File: config.mk
export PLATFORM = sky130hd
export DESIGN_NAME = hazard_sched_ctrl
export DESIGN_NICKNAME = d
export VERILOG_FILES = /design/src/rtl/hazard_pkg.sv /design/src/rtl/hazard_sched_ctrl_dst_match.sv /design/src/rtl/hazard_sched_ctrl.sv
export SDC_FILE = /design/constraint.sdc
export NUM_CORES = 1
export LEC_CHECK = 0
export ABC_CLOCK_PERIOD_IN_PS = 2190
export CAP_MARGIN = 15
export CORE_MARGIN = 5
export CORE_UTILIZATION = 47
export DETAILED_ROUTE_END_ITERATION = 10
export MAX_ROUTING_LAYER = met4
export PLACE_DENSITY = 0.78
export SLEW_MARGIN = 20
export SYNTH_ARGS = -nofsm -noshare
export SYNTH_HDL_FRONTEND = slang
export SYNTH_SLANG_ARGS = --single-unit
File: constraint.sdc
create_clock -name clk -period 2.19 [get_ports clk]
set_input_delay 0.438 -clock clk [delete_from_list [all_inputs] [get_ports clk]]
set_output_delay 0.438 -clock clk [all_outputs]
set_load 0.02 [all_outputs]
File: src/rtl/hazard_pkg.sv
// -----------------------------------------------------------------------------
// hazard_pkg
// Shared types and constants for the pipeline hazard scheduler.
//   fwd_sel_t     : EX operand source select (regfile / EX-MEM / MEM-WB)
//   stage_entry_t : what the scheduler remembers about an in-flight instruction
//   REG_ZERO      : hard-wired zero register, never a forwarding/hazard source
//   selectFwd     : priority encoder for the forward select, younger wins
// -----------------------------------------------------------------------------
package hazard_pkg;

  // Width of a register address held in a stage entry. The top-level REG_AW
  // parameter must stay equal to this.
  localparam int ENTRY_AW = 5;

  localparam logic [ENTRY_AW-1:0] REG_ZERO = '0;

  typedef enum logic [1:0] {
    FWD_RF    = 2'b00,
    FWD_EXMEM = 2'b01,
    FWD_MEMWB = 2'b10
  } fwd_sel_t;

  typedef struct packed {
    logic                valid;
    logic [ENTRY_AW-1:0] dst;
    logic                regwrite;
    logic                memread;
  } stage_entry_t;

  // The EX-stage producer is younger than the MEM-stage one, so its result
  // is the architecturally current value and takes priority.
  function automatic fwd_sel_t selectFwd(input logic exHit, input logic memHit);
    if (exHit) begin
      return FWD_EXMEM;
    end else if (memHit) begin
      return FWD_MEMWB;
    end
    return FWD_RF;
  endfunction

endpackage

File: src/rtl/hazard_sched_ctrl_dst_match.sv
// -----------------------------------------------------------------------------
// dst_match
// Compares one in-flight stage entry against one ID source operand.
//   entry : stage entry {valid, dst, regwrite, memread}
//   addr  : ID source register address
//   used  : the ID instruction actually reads this source
//   hit   : entry will write the register being read (never for register 0)
// -----------------------------------------------------------------------------
module dst_match
  import hazard_pkg::*;
(
  input  stage_entry_t        entry,
  input  logic [ENTRY_AW-1:0] addr,
  input  logic                used,
  output logic                hit
);

  // Whether the producer is a load only matters for load-use detection,
  // which the top handles; it is not part of the address match.
  logic unusedMemread;
  assign unusedMemread = entry.memread;

  assign hit = used & entry.valid & entry.regwrite &
               (entry.dst != REG_ZERO) & (entry.dst == addr);

endmodule

File: src/rtl/hazard_sched_ctrl.sv
// -----------------------------------------------------------------------------
// hazard_sched_ctrl
// Hazard scheduler for the 5-stage core, sitting beside the ID/EX boundary.
// Tracks destination registers in EX/MEM/WB, raises stall/bubble for load-use
// hazards, holds EX for multi-cycle ops and registers EX forward selects.
//   clk, reset_n          : clock, synchronous active-low reset
//   id_valid              : valid instruction in ID
//   id_rs/id_rt           : source addresses, id_rs_used/id_rt_used qualify them
//   id_dst/id_regwrite    : destination and write enable of the ID instruction
//   id_memread/id_multi   : ID instruction is a load / a multi-cycle EX op
//   stall                 : hold PC and IF/ID (combinational)
//   bubble                : load NOP into ID/EX (combinational)
//   ex_hold               : freeze ID/EX, NOP into EX/MEM (combinational)
//   mul_busy              : multi-cycle op occupying EX (registered)
//   fwd_a/fwd_b           : EX operand A/B source select (registered)
// -----------------------------------------------------------------------------
module hazard_sched_ctrl
  import hazard_pkg::*;
#(
  parameter int REG_AW  = 5,
  parameter int MUL_LAT = 4
) (
  input  logic              clk,
  input  logic              reset_n,
  input  logic              id_valid,
  input  logic [REG_AW-1:0] id_rs,
  input  logic [REG_AW-1:0] id_rt,
  input  logic              id_rs_used,
  input  logic              id_rt_used,
  input  logic [REG_AW-1:0] id_dst,
  input  logic              id_regwrite,
  input  logic              id_memread,
  input  logic              id_multi,
  output logic              stall,
  output logic              bubble,
  output logic              ex_hold,
  output logic              mul_busy,
  output logic [1:0]        fwd_a,
  output logic [1:0]        fwd_b
);

  localparam int              CNT_W    = $clog2(MUL_LAT + 1);
  localparam logic [CNT_W-1:0] CNT_LOAD = CNT_W'(MUL_LAT - 1);

  stage_entry_t    exReg, memReg, wbReg;
  stage_entry_t    exNext, memNext, wbNext, idEntry;
  logic [CNT_W-1:0] cntReg, cntNext;
  logic            mulBusyReg;
  fwd_sel_t        fwdAReg, fwdBReg, fwdANext, fwdBNext;

  logic [1:0] srcUsed;
  logic [1:0] exHit, memHit;
  logic [ENTRY_AW-1:0] srcAddr [2];

  logic busy, loadUse, issue;

  // WB-stage content is consulted only by the downstream regfile bypass.
  logic unusedWb;
  assign unusedWb = ^wbReg;

  assign srcAddr[0] = id_rs;
  assign srcAddr[1] = id_rt;
  assign srcUsed    = {id_rt_used, id_rs_used};

  // Index 0 = source A (rs), index 1 = source B (rt).
  genvar gi;
  generate
    for (gi = 0; gi < 2; gi++) begin : gSrc
      dst_match uExMatch (
        .entry(exReg),
        .addr (srcAddr[gi]),
        .used (srcUsed[gi]),
        .hit  (exHit[gi])
      );
      dst_match uMemMatch (
        .entry(memReg),
        .addr (srcAddr[gi]),
        .used (srcUsed[gi]),
        .hit  (memHit[gi])
      );
    end
  endgenerate

  // Hazard detection and combinational controls.
  assign busy    = (cntReg != '0);
  assign loadUse = id_valid & exReg.memread & (|exHit);
  assign ex_hold = busy;
  assign stall   = busy | loadUse;
  // A busy EX already freezes ID/EX, so the load-use bubble is suppressed.
  assign bubble  = loadUse & ~busy;
  assign issue   = id_valid & ~stall;

  always_comb begin
    idEntry          = '0;
    idEntry.valid    = 1'b1;
    idEntry.dst      = id_dst;
    idEntry.regwrite = id_regwrite;
    idEntry.memread  = id_memread;
  end

  // Next-state for the tracked pipeline, the occupancy counter and the
  // forward selects.
  always_comb begin
    exNext   = exReg;
    memNext  = memReg;
    wbNext   = memReg;
    cntNext  = cntReg;
    fwdANext = fwdAReg;
    fwdBNext = fwdBReg;

    if (busy) begin
      // Multi-cycle op stays in EX; a NOP drains into MEM behind it.
      memNext = '0;
      cntNext = cntReg - CNT_W'(1);
    end else begin
      memNext = exReg;
      exNext  = issue ? idEntry : '0;
      // Counter is only ever loaded from zero, so it cannot wrap.
      if (issue && id_multi) begin
        cntNext = CNT_LOAD;
      end
    end

    // Selects are computed against the entries as they stand before the
    // edge: the current EX instruction will be in EX/MEM when this one
    // executes, the current MEM one in MEM/WB.
    if (issue) begin
      fwdANext = selectFwd(exHit[0], memHit[0]);
      fwdBNext = selectFwd(exHit[1], memHit[1]);
    end
  end

  always_ff @(posedge clk) begin
    if (!reset_n) begin
      exReg      <= '0;
      memReg     <= '0;
      wbReg      <= '0;
      cntReg     <= '0;
      mulBusyReg <= 1'b0;
      fwdAReg    <= FWD_RF;
      fwdBReg    <= FWD_RF;
    end else begin
      exReg      <= exNext;
      memReg     <= memNext;
      wbReg      <= wbNext;
      cntReg     <= cntNext;
      mulBusyReg <= (cntNext != '0);
      fwdAReg    <= fwdANext;
      fwdBReg    <= fwdBNext;
    end
  end

  assign mul_busy = mulBusyReg;
  assign fwd_a    = fwdAReg;
  assign fwd_b    = fwdBReg;

endmodule

==> results of run 1 <==
==> worst reg2reg max path, cell delays in order, from the launching register on <==
cell	delay, ns
dfxtp_2	0.34
or3_1	0.36
o311a_1	0.32
and2_4	0.17
buf_4	0.14
a21oi_4	0.31
mux2i_1	0.23
==> metrics by stage <==
step | hold slack (ns) | std cells
floorplan | 0.451 | 124
global placement | 0.443 | 202
detailed placement | 0.476 | 202
CTS | 0.493 | 206
global route | 0.519 | 208
finish | 0.487 | 208
==> synthesized netlist by cell type, drive strengths merged <==
cell	n	area share
o311a	2	0.017
a32o	7	0.060
inv	4	0.013
or3	3	0.016
nand2	12	0.038
xor2	8	0.060
a21oi	3	0.022
and2	3	0.019
a21o	1	0.0064
nor3	2	0.0085
nor4	2	0.011
o22ai	1	0.0053
a31oi	3	0.016
dfxtp	23	0.39
xnor2	13	0.097
clkbuf	3	0.018
o21ai	1	0.0043
nor2	4	0.013
and2b	1	0.0075
o2bb2ai	1	0.0075
o221ai	1	0.0075
ha	2	0.021
o2111ai	1	0.0075
a22oi	2	0.013
nor3b	2	0.017
mux2i	2	0.017
and3	7	0.038
nand3	7	0.030
nand4	2	0.011
or4	1	0.0064
==> worst max path at each step <==
stage | endpoint | slack, ns | depth (start not counted)
after floorplan | stall | 0.16 | 5
after global placement | stall | -0.65 | 8
after detailed placement | stall | -0.67 | 8
after CTS | stall | -0.21 | 6
after global routing | stall | -0.26 | 8
final | stall | -0.17 | 6
==> registers in the layout, indices dropped and copies added (netlist names) <==
name and count:
cntReg 3, exReg 8, fwd_a 2, fwd_b 2, memReg 7, mul_busy 1
==> per-layer routing <==
metal	vias up	global-route usage	share of wire
li1	562	-	-
met1	528	0.216	0.47
met2	33	0.281	0.49
met3	4	0.0259	0.035
met4	0	0.0348	0.013
met5	-	-	0
==> power by group through the flow <==
stage                     registers, mW  clock network [mW]  logic [mW]
final                             0.547               0.194       0.640
after global placement            0.553                   0       0.612
after detailed placement          0.556                   0       0.635
after global routing              0.559               0.220       0.701
after CTS                         0.547               0.202       0.634
after floorplan                   0.557                   0       0.376
==> final cells by class <==
cell class / count / area share
repair buffers: 53 / 0.276
clock inverters: 1 / 0.00294
multi-input cells: 94 / 0.405
flip-flops and latches: 23 / 0.272
well taps: 30 / 0.0221
inverters: 4 / 0.00883
clock buffers: 3 / 0.0132
==> cell families (layout without fill, tap and decap cells) <==
group	count (synthesis)	count (layout)	synth area share
compound gates	23	23	0.166
fa+ha+maj	2	2	0.0213
flops	23	23	0.392
buf+inv	7	61	0.0309
mux	2	2	0.0171
xor+xnor	21	21	0.157
simple gates	46	46	0.215
==> cell usage in the layout, fill, tap and decap left out, types with 3 or more instances in the layout <==
cell,instances
a32o_1,7
buf_4,24
clkbuf_4,3
nand3_1,7
inv_1,4
and3_1,6
nor2_1,4
or3_1,3
xor2_1,8
clkdlybuf4s50_1,26
nand2_1,11
dfxtp_1,21
a31oi_1,3
xnor2_1,12
==> what timing repair did <==
action | 4_1_cts | 5_1_grt
gates resized for setup | 16 | 4
setup endpoints to repair | 3 | 3
pin swaps | 4 | 4
buffers inserted | 0 | 2
==> flow_metrics.env, run 1 <==
export IMPL_post_route_min_period_ns=2.36
export IMPL_place_hpwl_um=2350
export IMPL_vias=1127
export IMPL_cts_root_buf="clkbuf_4"
export IMPL_clock_fmax_ghz=0.424
export IMPL_netlist_instances=124
export IMPL_cp_slowest_cell="or3_1"
export IMPL_dieArea_mm2=0.00360
export IMPL_max_cap_violations=0
export IMPL_place_ws_ns=-0.672
export IMPL_synth_seq_cells=23
export IMPL_rsz0062_at_grt="true"
export IMPL_synth_cell_types=36
export IMPL_power_leakage_nw=0.712
export IMPL_tightest_slew_ns=0.484
export IMPL_overflow=0
export IMPL_peakVddDrop_mv=0.738
export IMPL_setup_worst_path_end_class="output pin"
export IMPL_place_area_mm2=0.00165
export IMPL_ios=31
export IMPL_finalWirelength_um=2870
export IMPL_clockPowerShare=0.141
export IMPL_avgRoutedWirePerCell_um=13.8
export IMPL_cp_max_fo=3
export IMPL_yosys_warnings=0
export IMPL_final_seq_area_um2=463
export IMPL_setup_worst_path_start_class="register"
export IMPL_syn_nets=149
export IMPL_internal_power_mw=0.866
export IMPL_globalplace_congestion=0.876
export IMPL_num_nets_final=204
export IMPL_hold_path_depth=2
export IMPL_path_clk_slew_ns=0.13
export IMPL_ys_seq_area_frac=0.392
export IMPL_reg2regPathDepth=6
export IMPL_worstReg2RegEnd="fwd_a[1]"
export IMPL_h_tree_depth=1
export IMPL_rrSetupSlack_ns=0.25
export IMPL_cp_cell_sequence="or3_1 > o311a_1 > and2_4 > and2_4 > a21o_1 > buf_6"
export IMPL_worstSetupPathType="reg -> out"
export IMPL_maxSlewHeadroom=0.677
export IMPL_regToRegStartpoint="exReg[2]"
export IMPL_clk_latency_ns=0.30
export IMPL_placeableCoreArea_mm2=0.00243
export IMPL_cts_hold_buf=0
export IMPL_p_sw_mw=0.515
export IMPL_cts_buffers=3
export IMPL_clock_skew_ns=0.00205
export IMPL_die_height_um=60.0
export IMPL_grt_pass1_wl_um=4600
export IMPL_seq_power_share=0.396
export IMPL_final_util=0.699
export IMPL_first_iter_violations=42
export IMPL_syn_area_per_cell_um2=9.46
export IMPL_required_ns=1.75
export IMPL_grt_util_all_layers=0.169
export IMPL_antenna_left=0
export IMPL_grt_start_max_net_pins=19
export IMPL_syn_area_mm2=0.00117
export IMPL_die_x_um=60.0
export IMPL_holdPathEnd="exReg[7]"
export IMPL_critPathLaunch="exReg[2]"
export IMPL_drv_slew=0
export IMPL_power_density_mw_per_mm2=812
export IMPL_fp_row_count=18
export IMPL_pwr_share_comb=0.464
export IMPL_total_power_mw=1.38
export IMPL_hold_violations=0
export IMPL_antenna_cells=0
export IMPL_cts_sinks=23
export IMPL_setup_viol=2
export IMPL_antenna_found_initial=0
export IMPL_multiInputGateArea_um2=688
export IMPL_p_sw_frac=0.373
export IMPL_final_area_mm2=0.00170
export IMPL_grt_pass1_vias=1119
export IMPL_crit_buf_inv=1
export IMPL_failed_checks="setup timing"
export IMPL_crit_family="simple AND/OR/NAND/NOR gates"
export IMPL_fillCellCount=195
export IMPL_post_route_drc_count=0
export IMPL_slowest_delay_ns=0.36
export IMPL_hp_class="reg -> reg"
export IMPL_setup_slack_ns=-0.169
export IMPL_fin_tns_setup_ns=-0.316
export IMPL_cp_common_cell="and2_4"
export IMPL_syn2layout_area_growth_pct=44.9
export IMPL_clock_path_buffers=2
export IMPL_routed_via_density=5.42
export IMPL_final_layout_size_suffix_gt1_frac=0.225
export IMPL_drtPass1Iterations=4
export IMPL_status="finished with violations"
export IMPL_fin_crit_sh=1.08
export IMPL_port_buffers=30
export IMPL_start_util=0.483
export IMPL_critPathArrivalTime_ns=1.92
export IMPL_min_delay_start="exReg[7]"
export IMPL_tritoncts="built"
(Power assumes the default switching activity.)
==> run 2: changes to the inputs <==
PLACE_DENSITY = 0.8   (was 0.78)
==> run 2 against run 1 <==
Effect of this change:
- the run still ends with setup timing left
- setup slack got worse by 0.036 ns
- sequential share of layout area fell by 0.39 points
- non-clock buffer count rose by 3
- critical path depth rose by 2
- clock power barely moved
- cell area rose by 1.5%
- die area did not move
- register-to-register slack got worse by 0.04 ns
- cell count rose by 1.4%
- sequential power barely moved
- utilization rose by 1.0 points
- sequential cell count did not move
==> flow_metrics.env, run 2 (synthesis results as in run 1) <==
export IMPL_final_util=0.709
export IMPL_drv_slew=0
export IMPL_start_util=0.483
export IMPL_cts_root_buf="clkbuf_4"
export IMPL_clock_fmax_ghz=0.417
export IMPL_fin_cells=211
export IMPL_status="finished with violations"
export IMPL_place_hpwl_um=2380
export IMPL_clock_path_buffers=2
export IMPL_hold_violations=0
export IMPL_final_layout_size_suffix_gt1_frac=0.227
export IMPL_maxSlewHeadroom=0.703
export IMPL_cts_buffers=3
export IMPL_place_inst=203
export IMPL_tightest_slew_ns=0.444
export IMPL_critPathArrivalTime_ns=1.96
export IMPL_cts_sinks=23
export IMPL_antenna_left=0
export IMPL_total_power_mw=1.39
export IMPL_top_register="exReg"
export IMPL_place_ws_ns=-0.734
export IMPL_holdWs_ns=0.469
export IMPL_fin_crit_sh=1.09
export IMPL_routed_via_density=5.58
export IMPL_final_cell_mix="buf_4 (27), clkdlybuf4s50_1 (24), dfxtp_1 (21), xnor2_1 (13), nand2_1 (11)"
export IMPL_grt_start_max_net_pins=19
export IMPL_post_route_drc_count=0
export IMPL_setup_worst_path_start_class="primary input"
export IMPL_antenna_found_initial=0
export IMPL_fin_tns_setup_ns=-0.376
export IMPL_syn2layout_area_growth_pct=47.0
export IMPL_num_nets_final=207
export IMPL_rsz0062_at_grt="true"
export IMPL_max_cap_violations=0
export IMPL_grt_pass1_vias=1105
export IMPL_vias=1178
export IMPL_die_x_um=60.0
export IMPL_avgRoutedWirePerCell_um=14.2
export IMPL_tritoncts="built"
export IMPL_layout_commonest_cell="buf_4"
export IMPL_clock_skew_ns=0.00128
export IMPL_first_iter_violations=77
export IMPL_rrSetupSlack_ns=0.21
export IMPL_path_clk_slew_ns=0.12
export IMPL_clk_latency_ns=0.30
export IMPL_antenna_cells=0
export IMPL_required_ns=1.75
export IMPL_worstSetupPathType="in -> out"
export IMPL_largest_reg_flops=8
export IMPL_overflow=0
export IMPL_power_leakage_nw=0.742
export IMPL_cts_hold_buf=0
export IMPL_ios=31
export IMPL_wl_met2_um=1490
export IMPL_met3WireLength_um=198
export IMPL_setup_worst_path_end_class="output pin"
export IMPL_cp_max_fo=3
export IMPL_port_buffers=30
export IMPL_fillCellCount=192
export IMPL_fp_row_count=18
export IMPL_globalplace_congestion=0.866
export IMPL_finalWirelength_um=3000
export IMPL_grt_pass1_wl_um=4730
export IMPL_drtPass1Iterations=4
export IMPL_power_density_mw_per_mm2=808
export IMPL_wl_met1_um=1270
export IMPL_placeableCoreArea_mm2=0.00243
export IMPL_place_area_mm2=0.00166
export IMPL_reg_largest_list="exReg x8, memReg x7, cntReg x3"
export IMPL_post_route_min_period_ns=2.40
export IMPL_failed_checks="setup timing"
export IMPL_dieArea_mm2=0.00360
export IMPL_peakVddDrop_mv=0.606
export IMPL_die_height_um=60.0
export IMPL_dr_max_layer_used="met4"
export IMPL_grt_util_all_layers=0.176
export IMPL_setup_slack_ns=-0.205
export IMPL_setup_viol=2
export IMPL_hp_class="reg -> reg"
export IMPL_final_area_mm2=0.00173
export IMPL_h_tree_depth=1
[run 2: cell count changes in the layout (fill, tap and decap cells not counted)]
cell             before  now
buf_4                24   27
clkdlybuf4s50_1      26   24
dlymetal6s2s_1        1    3
clkbuf_2              1    0
clkdlybuf4s15_1       0    1
xnor2_1              12   13
xnor2_2               1    0
[run 2: area by class of cell]
class                           count  area [um^2]  area share
Inverter                            4         15.0     0.00870
Clock buffer                        3         22.5      0.0131
Timing Repair Buffer               56          502       0.291
Clock inverter                      1         5.00     0.00290
Tap cell                           30         37.5      0.0218
Sequential cell                    23          463       0.268
Multi-Input combinational cell     94          681       0.394
[run 2: power breakdown]
part / internal (mW) / switching [mW] / total (mW)
clock: 0.0681 / 0.126 / 0.194
combinational: 0.317 / 0.335 / 0.652
sequential: 0.490 / 0.0580 / 0.548
total: 0.875 / 0.518 / 1.39
[run 2: repair_timing]
action | 4_1_cts | 5_1_grt
pin swaps | 7 | 6
buffers inserted | 2 | 2
endpoints found under the setup margin | 3 | 3
gates resized for setup | 16 | 4
[run 2: metal layers]
| layer | global-route usage | up-vias |
|---|---|---|
| met2 | 0.287 | 57 |
| met4 | 0.0633 | 0 |
| li1 | - | 569 |
| met5 | - | - |
| met3 | 0.0173 | 4 |
| met1 | 0.226 | 548 |
[run 2: critical path, stage by stage]
cell and delay (ns):
clkdlybuf4s50_1 0.49, xnor2_1 0.12, nand4_1 0.14, o22ai_1 0.20
buf_4 0.15, and2_4 0.15, a21o_1 0.14, buf_6 0.12
[run 2: path summary, 6_finish.rpt]
check,start,cells past startpoint,endpoint
max,id_rs[4],8,stall
min,fwd_a[1],2,fwd_a[1]
max reg2reg,exReg[2],7,fwd_b[1]
min reg2reg,fwd_a[1],2,fwd_a[1]
